==> config.mk <==
export PLATFORM = sky130hd
export DESIGN_NAME = stopwatch_ctrl
export DESIGN_NICKNAME = d
export VERILOG_FILES = /design/src/rtl/stopwatch_pkg.sv /design/src/rtl/stopwatch_ctrl_button_conditioner.sv /design/src/rtl/stopwatch_ctrl.sv
export SDC_FILE = /design/constraint.sdc
export NUM_CORES = 1
export LEC_CHECK = 0
export ABC_AREA = 1
export BUFFER_PORTS_ARGS = -buffer_cell sky130_fd_sc_hd__clkbuf_2
export CORE_AREA = 5 5 78 80
export DETAILED_ROUTE_END_ITERATION = 7
export DIE_AREA = 0 0 83 85
export PLACE_DENSITY = 0.87
export SYNTH_ARGS = -nofsm -noshare
export SYNTH_HDL_FRONTEND = slang
export SYNTH_SLANG_ARGS = --single-unit
==> constraint.sdc <==
create_clock -name clk -period 2.85 [get_ports clk]
set_input_delay 0.57 -clock clk [delete_from_list [all_inputs] [get_ports clk]]
set_output_delay 0.57 -clock clk [all_outputs]
set_load 0.05 [all_outputs]
==> src/rtl/stopwatch_pkg.sv <==
// Shared types and BCD helpers for the stopwatch controller and its models.
package stopwatch_pkg;

    typedef enum logic [1:0] {
        ST_RUN    = 2'd0,
        ST_PAUSED = 2'd1,
        ST_ADJUST = 2'd2
    } state_e;

    localparam logic [3:0] SEC_TENS_MAX = 4'd5;
    localparam logic [3:0] UNITS_MAX    = 4'd9;

    typedef struct packed {
        logic [3:0] tens;
        logic [3:0] units;
    } bcd_pair_t;

    typedef struct packed {
        logic [3:0] tens;
        logic [3:0] units;
        logic       carry;
    } bcd_inc_t;

    // A digit outside its legal range can only come from an upset; it is read as 0.
    function automatic bcd_pair_t inc_bcd_pair(input logic [3:0] tens,
                                               input logic [3:0] units,
                                               input logic [3:0] tens_max,
                                               input logic [3:0] units_max);
        bcd_pair_t  r;
        logic [3:0] t;
        logic [3:0] u;
        t = (tens > tens_max) ? 4'd0 : tens;
        u = (units > UNITS_MAX) ? 4'd0 : units;
        if (t == tens_max && u == units_max) begin
            r.tens  = 4'd0;
            r.units = 4'd0;
        end else if (u == UNITS_MAX) begin
            r.tens  = t + 4'd1;
            r.units = 4'd0;
        end else begin
            r.tens  = t;
            r.units = u + 4'd1;
        end
        return r;
    endfunction

    // An increment only lands on 00 when it wraps, so that is the carry.
    function automatic bcd_inc_t inc_mod60(input logic [3:0] tens, input logic [3:0] units);
        bcd_pair_t p;
        bcd_inc_t  r;
        p       = inc_bcd_pair(tens, units, SEC_TENS_MAX, UNITS_MAX);
        r.tens  = p.tens;
        r.units = p.units;
        r.carry = (p.tens == 4'd0) && (p.units == 4'd0);
        return r;
    endfunction

endpackage

==> src/rtl/stopwatch_ctrl_button_conditioner.sv <==
// Pushbutton conditioner: 2-flop synchronizer, level debounce and a one-clk
// pulse on each accepted press.
module button_conditioner #(
    parameter int DEBOUNCE_CYCLES = 1_000_000
) (
    input  logic clk,
    input  logic reset,
    input  logic btn_i,
    output logic pulse_o
);

    localparam int CNT_W = (DEBOUNCE_CYCLES > 1) ? $clog2(DEBOUNCE_CYCLES) : 1;
    localparam logic [CNT_W-1:0] CNT_RELOAD = CNT_W'(DEBOUNCE_CYCLES - 1);

    logic [1:0]       sync_q;
    logic             cand_q;
    logic [CNT_W-1:0] cnt_q, cnt_d;
    logic             level_q, level_d;
    logic             pulse_q, pulse_d;
    logic             sample;
    logic             accept;

    assign sample = sync_q[1];

    // cnt reaching zero means the last DEBOUNCE_CYCLES samples all agreed.
    always_comb begin
        cnt_d = cnt_q;
        if (sample != cand_q) begin
            cnt_d = CNT_RELOAD;
        end else if (cnt_q != '0) begin
            cnt_d = cnt_q - CNT_W'(1);
        end
        accept  = (cnt_d == '0);
        level_d = accept ? sample : level_q;
        pulse_d = accept & sample & ~level_q;
    end

    always_ff @(posedge clk or posedge reset) begin
        if (reset) begin
            sync_q  <= 2'b00;
            cand_q  <= 1'b0;
            cnt_q   <= '0;
            level_q <= 1'b0;
            pulse_q <= 1'b0;
        end else begin
            sync_q  <= {sync_q[0], btn_i};
            cand_q  <= sample;
            cnt_q   <= cnt_d;
            level_q <= level_d;
            pulse_q <= pulse_d;
        end
    end

    assign pulse_o = pulse_q;

endmodule

==> src/rtl/stopwatch_ctrl.sv <==
// Stopwatch run-time controller: owns the MM:SS BCD registers and sequences
// RUN / PAUSED / ADJUST from synchronized board inputs.
//
// state     | meaning
// ST_RUN    | counting on tick_1hz
// ST_PAUSED | digits frozen, ticks ignored
// ST_ADJUST | tick_2hz bumps the selected pair; ret_q holds the state to go back to
module stopwatch_ctrl
    import stopwatch_pkg::*;
#(
    parameter int DEBOUNCE_CYCLES = 1_000_000,
    parameter int MAX_MIN         = 59
) (
    input  logic       clk,
    input  logic       reset,
    input  logic       tick_1hz_i,
    input  logic       tick_2hz_i,
    input  logic       btn_pause_i,
    input  logic       sw_adj_i,
    input  logic       sw_sel_i,
    output logic [3:0] minutes_tens_o,
    output logic [3:0] minutes_units_o,
    output logic [3:0] seconds_tens_o,
    output logic [3:0] seconds_units_o,
    output logic       adjust_o,
    output logic       sel_o,
    output logic       running_o
);

    localparam logic [3:0] MIN_TENS_MAX  = 4'(MAX_MIN / 10);
    localparam logic [3:0] MIN_UNITS_MAX = 4'(MAX_MIN % 10);

    logic [1:0] adj_sync_q;
    logic [1:0] sel_sync_q;
    logic       adj_s;
    logic       sel_s;
    logic       pause_p;

    state_e     state_q, state_d;
    state_e     ret_q, ret_d;

    logic [3:0] mt_q, mu_q, st_q, su_q;
    logic [3:0] mt_d, mu_d, st_d, su_d;
    bcd_inc_t   sec_inc;
    bcd_pair_t  min_inc;

    button_conditioner #(
        .DEBOUNCE_CYCLES(DEBOUNCE_CYCLES)
    ) u_btn_pause (
        .clk    (clk),
        .reset  (reset),
        .btn_i  (btn_pause_i),
        .pulse_o(pause_p)
    );

    always_ff @(posedge clk or posedge reset) begin
        if (reset) begin
            adj_sync_q <= 2'b00;
            sel_sync_q <= 2'b00;
        end else begin
            adj_sync_q <= {adj_sync_q[0], sw_adj_i};
            sel_sync_q <= {sel_sync_q[0], sw_sel_i};
        end
    end

    assign adj_s = adj_sync_q[1];
    assign sel_s = sel_sync_q[1];

    always_comb begin
        state_d = state_q;
        ret_d   = ret_q;
        case (state_q)
            ST_RUN: begin
                if (adj_s) begin
                    state_d = ST_ADJUST;
                    ret_d   = ST_RUN;
                end else if (pause_p) begin
                    state_d = ST_PAUSED;
                end
            end
            ST_PAUSED: begin
                if (adj_s) begin
                    state_d = ST_ADJUST;
                    ret_d   = ST_PAUSED;
                end else if (pause_p) begin
                    state_d = ST_RUN;
                end
            end
            ST_ADJUST: begin
                // A press on the same clk as leaving adjust still counts.
                if (pause_p) begin
                    ret_d = (ret_q == ST_RUN) ? ST_PAUSED : ST_RUN;
                end
                if (!adj_s) begin
                    state_d = ret_d;
                end
            end
            default: begin
                state_d = ST_RUN;
                ret_d   = ST_RUN;
            end
        endcase
    end

    assign sec_inc = inc_mod60(st_q, su_q);
    assign min_inc = inc_bcd_pair(mt_q, mu_q, MIN_TENS_MAX, MIN_UNITS_MAX);

    always_comb begin
        mt_d = mt_q;
        mu_d = mu_q;
        st_d = st_q;
        su_d = su_q;
        if (state_q == ST_RUN && tick_1hz_i) begin
            st_d = sec_inc.tens;
            su_d = sec_inc.units;
            if (sec_inc.carry) begin
                mt_d = min_inc.tens;
                mu_d = min_inc.units;
            end
        end else if (state_q == ST_ADJUST && tick_2hz_i) begin
            if (sel_s) begin
                st_d = sec_inc.tens;
                su_d = sec_inc.units;
            end else begin
                mt_d = min_inc.tens;
                mu_d = min_inc.units;
            end
        end
    end

    always_ff @(posedge clk or posedge reset) begin
        if (reset) begin
            state_q <= ST_RUN;
            ret_q   <= ST_RUN;
            mt_q    <= 4'd0;
            mu_q    <= 4'd0;
            st_q    <= 4'd0;
            su_q    <= 4'd0;
        end else begin
            state_q <= state_d;
            ret_q   <= ret_d;
            mt_q    <= mt_d;
            mu_q    <= mu_d;
            st_q    <= st_d;
            su_q    <= su_d;
        end
    end

    assign minutes_tens_o  = mt_q;
    assign minutes_units_o = mu_q;
    assign seconds_tens_o  = st_q;
    assign seconds_units_o = su_q;
    assign adjust_o        = (state_q == ST_ADJUST);
    assign running_o       = (state_q == ST_RUN);
    assign sel_o           = sel_s;

endmodule

==> results.toml, run 1 <==
[cells_and_area]
nNetsFinal = 461
fillers = 476
drive_gt1_share_pct = 14.86
final_area_sq_mm = 0.003323
diodes = 0
area_delta_synth_final_pct = 9.752
final_cells = 516

[power]
combPwrFrac_pct = 44.3
clkPwrFrac_pct = 17.6
leakage_uw = 0.001685
p_switching_uw = 1151
p_seq_share_pct = 38.2
vdd_drop_max_v = 0.0005504
total_power_uw = 2413
p_int_uw = 1262
power_density_mw_per_mm2 = 726.0
p_sw_share_pct = 47.69

[global_routing]
first_global_vias = 2661
grt_pass1_wl_mm = 11.43
grtUsageTotal_pct = 19.14
grt_remaining_overflow = 0
antenna_found_initial = 0
grt_max_degree = 32

[timing]
report.final.slew_viol_count = 0
finalHoldViolations = 0
relSlewSlack_pct = 44.05
min_period_ns = 2.474
setup_viol = 0
worst_pin_slew_ns = 0.8316
rsz0062_at_grt = "no"
timing.fmax_ghz = 0.4042
fin_skew_ns = 0.002634
finalCritPeriodShare_pct = 86.81
setup-tns-final_ns = 0

[detailed_routing]
drt-pass1-iter-count = 4
wl_per_cell_microns = 12.53
routed_wl_mm = 6.465
drc = 0
final_antenna_net_count = 0
via_per_inst = 5.266
via_count = 2717
drt_iter0_markers = 186

[synth]
synth.distinct_cells = 32
synth_edf_count = 0
ys_seq_elements = 49
ys_seq_area_share_pct = 40.50
synthArstFlopShare_pct = 100.0
synth_flop_cell = "dfrtp_1"
synth_nets = 432
netlist_area_sq_mm = 0.003028
yosys_warnings = 0
avgSynthCellArea_sq_um = 7.314
syn_inst = 414

[clock_network]
clk_latency_ns = 0.30
postCtsHoldBufs = 0
path_clk_slew_ns = 0.09
clock_path_buffers = 2
clock_sinks = 49
htreeDepth = 2
cts-root-buf = "clkbuf_8"
cts_tree = "built"
numCtsBuffers = 5

[outcome]
status = "finished, final reports clean"

[critical_path]
critPathBufInv = 1
path_cells = "o21ai_1 -> nand2_1 -> inv_1 -> ha_1 -> nand3_1 -> nand2_1 -> nand3_1 -> nor3b_1 -> nand3_1 -> a21boi_4 -> nand3_1 -> o21ai_0"
r2r-end = "minutes_units_o[2]"
cpLargestDelayFamily = "simple AND/OR/NAND/NOR gates"
slowest_stage = "dfrtp_1"
critPathMaxStageDelay_ns = 0.45
path_class = "reg2reg"
path_common_cell = "nand3_1"
crit_fanout = 15
crit_required_ns = 3.08
cp_data_arrival_time_ns = 2.71
crit_path_end_kind = "register"
cp-start-kind = "register"
r2r_cells = 12
rr_startpoint = "seconds_units_o[1]"
ff2ff_setup_slack_ns = 0.38

[worst_hold_path]
hp-class = "in2async"

[floorplan]
row_count = 27
initial_utilization_pct = 56.73
fp.coreArea_sq_mm = 0.005338
ioPinCount = 26
die-area_sq_mm = 0.007055
dieWidth_microns = 83
die_h_microns = 85

[placement]
gp_congestion = 0.8547
dpl.hpwl_mm = 4.848
placed_cells = 508
port_buffers = 25
place_area_sq_mm = 0.003221

[run]
max_cap_violations = 0
-- cells in the mapped netlist, types with 2 or more instances --
cell type	count	area share, %
nor2_4	2	0.74
nor2_1	41	5.1
nand3_2	5	1.7
a21oi_1	10	1.7
o22ai_1	2	0.41
inv_1	71	8.8
nand4_1	10	2.1
buf_6	2	0.74
nand2_1	101	13
ha_1	11	4.5
clkbuf_1	2	0.25
nand3b_1	6	1.5
nand3_1	37	6.1
xor2_1	2	0.58
o211ai_1	2	0.50
dfrtp_1	49	40
nand2_2	5	1.0
o21ai_0	25	4.1
nor2_2	15	3.1
nor3_1	4	0.66
-- worst max-delay path by stage --
stage,startpoint,slack [ns],cells after the start,to
after CTS,seconds_units_o[2],0.27,12,minutes_units_o[2]
after global placement,seconds_units_o[2],0.43,12,minutes_units_o[2]
final,seconds_units_o[1],0.38,12,minutes_units_o[2]
after detailed placement,seconds_units_o[2],0.27,12,minutes_tens_o[2]
after global routing,seconds_units_o[1],0.007,12,minutes_tens_o[0]
after floorplan,seconds_units_o[2],0.44,13,minutes_units_o[1]
-- placed cells by master (no fill, tap or decap), types with 2 or more instances in the layout --
master      netlist  routed
o21ai_0          25      25
nor2_2           15      15
nand2_1         101     101
nand3b_1          6       6
nor3_1            4       4
nand3_2           5       5
clkbuf_8          0       5
o22ai_1           2       2
clkbuf_2          0      25
nand3_1          37      37
nand4_1          10      10
nor2_1           41      41
inv_1            71      70
clkinvlp_4        0       2
ha_1             11      11
xor2_1            2       2
buf_4             0       2
nand2_2           5       5
nor2_4            2       2
a21oi_1          10      10
o211ai_1          2       2
dfrtp_1          49      49
-- stage by stage --
stage               util [%]  hold slack (ns)  setup WS, ns
global placement       60.34           0.3313        0.4335
finish                 62.26           0.2144        0.3759
floorplan                  -           0.3312        0.4427
global route           62.26           0.2530      0.006915
CTS                    62.12           0.2239        0.2677
detailed placement     60.34           0.3373        0.2717
-- registers in the layout, indices dropped and copies added, names as in the netlist --
register / cells
adj_sync_q: 2
minutes_tens_o: 4
minutes_units_o: 4
ret_q: 2
seconds_tens_o: 4
seconds_units_o: 4
sel_sync_q: 2
state_q: 2
u_btn_pause.cand_q: 1
u_btn_pause.cnt_q: 20
u_btn_pause.level_q: 1
u_btn_pause.pulse_o: 1
u_btn_pause.sync_q: 2
-- metal layers --
| layer | track usage, % | vias up | part of all wire (%) | wire [microns] |
|---|---|---|---|---|
| met5 | 0 | - | 0 | 0 |
| met4 | 5.201 | 0 | 1.1 | 70 |
| met3 | 3.689 | 8 | 4.5 | 289 |
| met2 | 33.82 | 71 | 51 | 3304 |
| met1 | 23.99 | 1271 | 43 | 2800 |
| li1 | - | 1367 | - | - |
-- timing repair --
action | in CTS | in global routing
setup endpoints to repair | 0 | 7
buffers inserted | 0 | 0
gates resized for setup | 0 | 1
-- layout make-up --
class,count,area [sq um],area share (%)
sequential,49,1226,36.90
multi-input combinational,289,1505,45.29
tap,72,90.09,2.711
inverter,71,266.5,8.020
timing repair buffer,27,140.1,4.217
clock inverter,3,26.28,0.7907
clock buffer,5,68.82,2.071
-- cell families (layout without fill, tap and decap cells) --
kind of cell | after synthesis | count (layout) | share of synthesized area (%)
AND/OR/NAND/NOR | 231 | 231 | 36.07
XOR/XNOR | 3 | 3 | 0.8679
adder cells (fa/ha/maj) | 11 | 11 | 4.545
flip-flops | 49 | 49 | 40.50
buffers and inverters | 76 | 106 | 10.04
AO/OA/AOI/OAI | 44 | 44 | 7.975
-- power groups by stage --
stage,clock network [uW],logic [uW],registers [uW]
floorplan,0,558,1190
global placement,0,1020,919
detailed placement,0,1060,930
CTS,433,1060,918
global route,465,1180,940
finish,424,1070,921
No activity file was read; power rests on OpenSTA's default activity.
==> run 2, diff against run 1 <==
Clock period 2.85 ns to 2.8 ns, I/O delays scaled along.
==> results.toml, run 2 (same netlist as run 1, synthesis figures left out) <==
[floorplan]
ioPinCount = 26
die_h_microns = 85
fp.coreArea_sq_mm = 0.005338
dieWidth_microns = 83
initial_utilization_pct = 56.73
die-area_sq_mm = 0.007055
row_count = 27

[critical_path]
path_class = "reg2reg"
cp-start-kind = "register"
ff2ff_setup_slack_ns = 0.41
critPathLaunch = "seconds_units_o[2]"
crit_fanout = 15
crit_path_end_kind = "register"
crit_required_ns = 3.03
r2r_cells = 13
rr_startpoint = "seconds_units_o[2]"
cp_data_arrival_time_ns = 2.62

[detailed_routing]
final_antenna_net_count = 0
drt_iter0_markers = 250
routed_wl_mm = 6.491
via_count = 2755
via_per_inst = 5.319
drc = 0
drt-pass1-iter-count = 5
wl_per_cell_microns = 12.53

[cells_and_area]
nNetsFinal = 463
diodes = 0
area_delta_synth_final_pct = 10.74
mostFrequentLayoutCell = "nand2_1"
regMostFlops = "u_btn_pause.cnt_q"
final_cell_mix = "nand2_1 (101), inv_1 (70), dfrtp_1 (49)"
largest_reg_flops = 20
drive_gt1_share_pct = 15.25

[timing]
fin_skew_ns = 0.008504
timing.fmax_ghz = 0.4181
relSlewSlack_pct = 69.25
setup_viol = 0
finalCritPeriodShare_pct = 85.42
rsz0062_at_grt = "no"
report.final.slew_viol_count = 0
worst_pin_slew_ns = 0.4585
min_period_ns = 2.392
setup-tns-final_ns = 0
finalHoldViolations = 0

[placement]
gp_congestion = 0.8555
dpl.hpwl_mm = 4.907
port_buffers = 25

[global_routing]
grtUsageTotal_pct = 19.71
grt_pass1_wl_mm = 11.71
grt_remaining_overflow = 0
antenna_found_initial = 0
grt_max_degree = 32
first_global_vias = 2710

[clock_network]
numCtsBuffers = 5
cts-root-buf = "clkbuf_8"
postCtsHoldBufs = 0
path_clk_slew_ns = 0.10
cts_tree = "built"
clock_path_buffers = 2
clock_sinks = 49
htreeDepth = 2
clk_latency_ns = 0.31

[power]
total_power_uw = 2499
vdd_drop_max_v = 0.0005346
power_density_mw_per_mm2 = 745.1
leakage_uw = 0.001707

[worst_hold_path]
hp-class = "in2async"

[run]
max_cap_violations = 0

[outcome]
status = "finished, final reports clean"
==> run 2: stage by stage <==
stage	instances	worst slack [ns]	util [%]	cell area [sq um]	hold slack, ns
2_1_floorplan	414	0.3927	-	3028	0.3312
3_3_place_gp	509	0.3896	60.48	3228	0.3313
3_5_place_dp	509	0.2334	60.48	3228	0.3365
4_1_cts	517	0.2237	62.31	3326	0.2086
5_1_grt	518	0.1123	62.82	3353	0.2288
6_report	518	0.4082	62.82	3353	0.1991
==> run 2: area by class of cell <==
cell class / instances / area (sq um)
clock buffers: 5 / 68.82
well taps: 72 / 90.09
clock inverters: 3 / 28.78
flip-flops and latches: 49 / 1226
repair buffers: 29 / 167.7
fillers: 483 / 1984
inverters: 71 / 266.5
multi-input cells: 289 / 1505
==> run 2: power breakdown <==
group	total (uW)	internal (uW)	switching, uW
Clock	450	187	263
Sequential	933	819	114
Combinational	1120	302	813
==> run 2: per-layer routing <==
layer	global-route usage, %	vias up	share of wire [%]
li1	-	1372	-
met1	23.97	1289	43
met2	34.99	82	51
met3	3.981	12	5.1
met4	6.538	0	1.6
met5	0	-	0
==> run 2: critical path, cell delays in order (launching register included) <==
cell	delay (ns)
dfrtp_1	0.45
o21ai_1	0.23
nand2_1	0.10
inv_1	0.10
ha_1	0.16
nand3_1	0.20
inv_1	0.18
o21ai_0	0.14
nor2_1	0.13
nand3_1	0.12
a21boi_4	0.20
buf_12	0.15
nand3_1	0.06
o21ai_0	0.09
==> run 2: final timing paths <==
kind                                          to
setup / recovery              minutes_units_o[2]
hold reg to reg            u_btn_pause.sync_q[1]
max in group asynchronous  u_btn_pause.cnt_q[13]
hold / removal                minutes_units_o[0]
setup reg to reg              minutes_units_o[2]
min in group clk                   adj_sync_q[0]
==> run 2: repair_timing <==
item                       4_1_cts  5_1_grt
setup buffers                    0        1
setup endpoints to repair        0        7
resized for setup                0        1
